**config.mk**
```make
export PLATFORM = sky130hd
export DESIGN_NAME = plab4_net_router_output_ctrl_tdm
export DESIGN_NICKNAME = d
export VERILOG_FILES = /design/src/rtl/plab4_net_router_output_ctrl_tdm.sv
export SDC_FILE = /design/constraint.sdc
export NUM_CORES = 1
export LEC_CHECK = 0
export CAP_MARGIN = 20
export CORE_AREA = 2 2 39 41
export DETAILED_ROUTE_END_ITERATION = 8
export DIE_AREA = 0 0 41 43
export DONT_BUFFER_PORTS = 1
export GPL_ROUTABILITY_DRIVEN = 0
export PLACE_DENSITY = 0.63
export SLEW_MARGIN = 20
export SYNTH_ARGS = -nofsm -noshare
export SYNTH_HDL_FRONTEND = slang
export SYNTH_SLANG_ARGS = --single-unit
```
**constraint.sdc**
```tcl
create_clock -name clk -period 3 [get_ports clk]
set_input_delay 0.3 -clock clk [delete_from_list [all_inputs] [get_ports clk]]
set_output_delay 0.3 -clock clk [all_outputs]
set_load 0.005 [all_outputs]
```
**src/rtl/plab4_net_router_output_ctrl_tdm.sv**
```systemverilog
// Ring-router output-port controller: round-robin arbitration over three input
// requests, time-division multiplexed between two security domains.
module plab4_net_router_output_ctrl_tdm #(
  parameter int p_slot_cycles = 4,
  parameter bit p_tdm_en      = 1'b1,
  localparam int c_slot_nbits = (p_slot_cycles > 1) ? $clog2(p_slot_cycles) : 1
) (
  input  logic       clk,
  input  logic       reset,
  input  logic       reqs_p0,
  input  logic       reqs_p1,
  input  logic       reqs_p2,
  input  logic       domain_p0,
  input  logic       domain_p1,
  input  logic       domain_p2,
  output logic       grants_p0,
  output logic       grants_p1,
  output logic       grants_p2,
  output logic       out_val,
  input  logic       out_rdy,
  output logic [1:0] xbar_sel,
  output logic       cur_domain
);

  localparam logic [c_slot_nbits-1:0] c_slot_last = c_slot_nbits'(p_slot_cycles - 1);

  logic [c_slot_nbits-1:0] slot_cnt_q, slot_cnt_d;
  logic                    cur_dom_q, cur_dom_d;
  logic [1:0]              prio_d0_q, prio_d0_d;
  logic [1:0]              prio_d1_q, prio_d1_d;

  logic [2:0] reqs, doms, eligible;
  logic [1:0] ptr, winner;
  logic       xfer;

  function automatic logic [1:0] mod3_inc(input logic [1:0] v);
    return (v >= 2'd2) ? 2'd0 : v + 2'd1;
  endfunction

  assign reqs = {reqs_p2, reqs_p1, reqs_p0};
  assign doms = {domain_p2, domain_p1, domain_p0};

  // Requests from the domain that does not own the slot are invisible here.
  always_comb begin
    for (int i = 0; i < 3; i++) begin
      eligible[i] = reqs[i] & (!p_tdm_en || (doms[i] == cur_dom_q));
    end
  end

  always_comb begin
    ptr = (p_tdm_en && cur_dom_q) ? prio_d1_q : prio_d0_q;
    if (ptr == 2'd3) ptr = 2'd0;
  end

  always_comb begin
    logic [1:0] idx;
    logic       found;
    winner = 2'd0;
    found  = 1'b0;
    idx    = ptr;
    for (int k = 0; k < 3; k++) begin
      if (!found && eligible[idx]) begin
        winner = idx;
        found  = 1'b1;
      end
      idx = mod3_inc(idx);
    end
  end

  assign out_val    = |eligible;
  assign xfer       = out_val & out_rdy;
  assign xbar_sel   = out_val ? winner : 2'd0;
  assign grants_p0  = xfer && (winner == 2'd0);
  assign grants_p1  = xfer && (winner == 2'd1);
  assign grants_p2  = xfer && (winner == 2'd2);
  assign cur_domain = cur_dom_q;

  always_comb begin
    prio_d0_d  = prio_d0_q;
    prio_d1_d  = prio_d1_q;
    slot_cnt_d = slot_cnt_q;
    cur_dom_d  = cur_dom_q;
    if (xfer) begin
      if (p_tdm_en && cur_dom_q) prio_d1_d = mod3_inc(winner);
      else                       prio_d0_d = mod3_inc(winner);
    end
    // Slot timing is free-running so traffic can never shift a domain boundary.
    if (!p_tdm_en) begin
      slot_cnt_d = '0;
      cur_dom_d  = 1'b0;
    end else if (slot_cnt_q == c_slot_last) begin
      slot_cnt_d = '0;
      cur_dom_d  = ~cur_dom_q;
    end else begin
      slot_cnt_d = slot_cnt_q + 1'b1;
    end
  end

  always_ff @(posedge clk or negedge reset) begin
    if (!reset) begin
      slot_cnt_q <= '0;
      cur_dom_q  <= 1'b0;
      prio_d0_q  <= 2'd0;
      prio_d1_q  <= 2'd0;
    end else begin
      slot_cnt_q <= slot_cnt_d;
      cur_dom_q  <= cur_dom_d;
      prio_d0_q  <= prio_d0_d;
      prio_d1_q  <= prio_d1_d;
    end
  end

endmodule
```
==> qor.txt <==
PwrDens = 644 nW/um2
Internal = 238 uW
Mapped Nets = 61
Most frequent cells after synthesis = dfrtp_1, nand2_1, a21oi_1, and3_1, ha_1
Hold Path Class = input port to async pin
Worst-margin pin slew = 333 ps
Die height = 43 um
Clk buf depth = 2
Final period util = 91.9%
Outcome = finished clean
Final #Nets = 66
Worst VDD drop = 0.000307 V
Slew HR = 77.6%
# setup viols final = 0
Die area = 1760 um2
Sequential share of power = 34.5%
Initial core utilization = 37.4%
Fmax = 363 MHz
Vias = 359
EDFF count, synth = 0
Final hold vios = 0
Leading area contributor after synthesis = dfrtp_1
Chip width = 41 um
Reg clk slew, reported paths = 50 ps
Initial antenna violation count = 0
Area contributors post-synth = dfrtp_1, ha_1, mux2_1
Post-synth cell types = 26
Overflow left after global routing = 0
Core footprint = 1380 um2
Synth top area share = 33.8%
Overall routed net length = 886 um
FF/Latch Area = 176 um2
Syn-to-layout area delta = 8.94%
# H-tree levels = 1
Startpoint Class = flip-flop
Max Slew Vio Count = 0
Average size of a mapped cell = 10.6 um2
Io pins = 16
Skew final = 2.30 ps
Critical path endpoint category = primary output
Share of cells above drive strength 1 = 18.9%
DR pass1 iterations = 1
DPL Wire Length = 745 um
Leak = 0.256 nW
FF+latch count, synth = 7
Ys flop type = dfrtp_1
Post-Synthesis Cells = 49
Switching part of the total = 34.7%
Fin crit period = 2760 ps
RSZ-0062 raised after global routing = false
IO Port Bufs = 0
CP Class = flip-flop to primary output
Setup TNS = 0 ps
Register area share after synthesis = 33.8%
Post-DRT Antenna Nets = 0
All-Layer GR Usage = 12.8%
Via density = 5.20
TritonCTS clock tree = built
Non-filler instance count after layout = 69
Clk pwr share = 22.6%
Clock sink count = 7
Drt drc = 0
Syn Std Cell Area = 518 um2
WL/cell = 12.8 um
Min Hold Slack = 374 ps
Antenna Cells = 0
Clock Tree Root = clkbuf_4
Worst EP arrival = 2460 ps
Worst-skew pair later-pin latency = 240 ps
Ys async rst share = 100%
Most common cell in the netlist = dfrtp_1
Row count = 14
Yosys Warn Count = 0
Number of global-route vias before repair = 338
Combinational cell fraction of total power = 43.0%
TritonCTS Buffers = 3
Worst-path maximum fanout = 10
Fill cell count = 134
First-pass GRT wire length = 1.48 mm
Multi-input logic area = 324 um2
Largest net degree at the start of global routing = 11
Post-CTS setup buffer count = 0
Critical Path RT = 2700 ps
Dpl cells = 64
Net Switching = 126 uW
Max-Cap Viols = 0
Final Util = 40.8%
Detailed Route Iter0 Violations = 0
[stage by stage]
| stage | setup slack (ps) | cell area (um2) | total power, mW |
|---|---|---|---|
| after global placement | 371 | 527 | 0.280 |
| after global routing | 90.3 | 564 | 0.398 |
| after detailed placement | 360 | 527 | 0.282 |
| after CTS | 83.8 | 563 | 0.371 |
| final | 244 | 564 | 0.364 |
| after floorplan | 638 | 518 | 0.256 |
[final timing paths]
kind | to | depth (start not counted) | start | slack, ps
max in group asynchronous | cur_domain | 1 | reset | 2370
setup / recovery | grants_p0 | 7 | cur_domain | 240
min in group clk | prio_d1_q[1] | 3 | out_rdy | 380
hold reg to reg | slot_cnt_q[0] | 1 | slot_cnt_q[0] | 430
setup reg to reg | prio_d1_q[1] | 7 | cur_domain | 720
hold / removal | prio_d1_q[0] | 1 | reset | 370
[registers in the layout, indices dropped and copies added (netlist names)]
name	cells
prio_d1_q	2
prio_d0_q	2
cur_domain	1
slot_cnt_q	2
[power groups by stage]
stage / clock (mW) / sequential (mW) / combinational, mW
finish: 0.0820 / 0.125 / 0.156
global route: 0.0937 / 0.129 / 0.176
CTS: 0.0873 / 0.125 / 0.158
detailed placement: 0 / 0.127 / 0.155
global placement: 0 / 0.127 / 0.152
floorplan: 0 / 0.125 / 0.131
[placed cells by master, fill, tap and decap left out, drive strengths merged, types with 2 or more instances in the layout]
master  instances
dfrtp           7
nand2           4
clkbuf          4
mux2            4
a21oi           3
and3            3
ha              3
xnor2           3
mux2i           2
inv             2
xor2            2
nor2            2
nand2b          2
[final cells by class]
class                   instances  share of cell area, %
well taps                      16                   3.55
inverters                       2                   1.33
flip-flops and latches          7                   31.3
repair buffers                  1                   1.77
clock buffers                   4                   4.66
multi-input cells              39                   57.4
[repair_timing]
item | 4_1_cts | 5_1_grt
endpoints found under the setup margin | 0 | 1
hold buffers | 1 | 0
endpoints found under the hold margin | 7 | 0
gates resized for setup | 0 | 1
[critical path, stage by stage, from the launching register on]
cell and delay, ps:
dfrtp_2 510, mux2i_1 270, inv_1 60, ha_1 300, or3b_2 460, a211o_1 280
nand4b_1 130, and3_1 190
[cells by family (layout without fill, tap and decap cells)]
| group | count (synthesis) | in the layout | share of synthesized area, % |
|---|---|---|---|
| and+or+nand+nor | 18 | 18 | 22.5 |
| AOI/OAI and AO/OA | 7 | 7 | 10.4 |
| adders and majority gates | 3 | 3 | 7.25 |
| muxes | 6 | 6 | 12.6 |
| buffers and inverters | 3 | 7 | 3.62 |
| xor gates and xnor gates | 5 | 5 | 9.91 |
| DFF | 7 | 7 | 33.8 |
[per-layer routing]
layer	global-route usage, %	wire, um	vias up
li1	-	-	187
met5	0	0	-
met3	4.19	84	0
met2	17.5	403	14
met1	16.7	398	158
met4	8.00	0	0
Note: power is estimated with default switching activity, not from simulation.
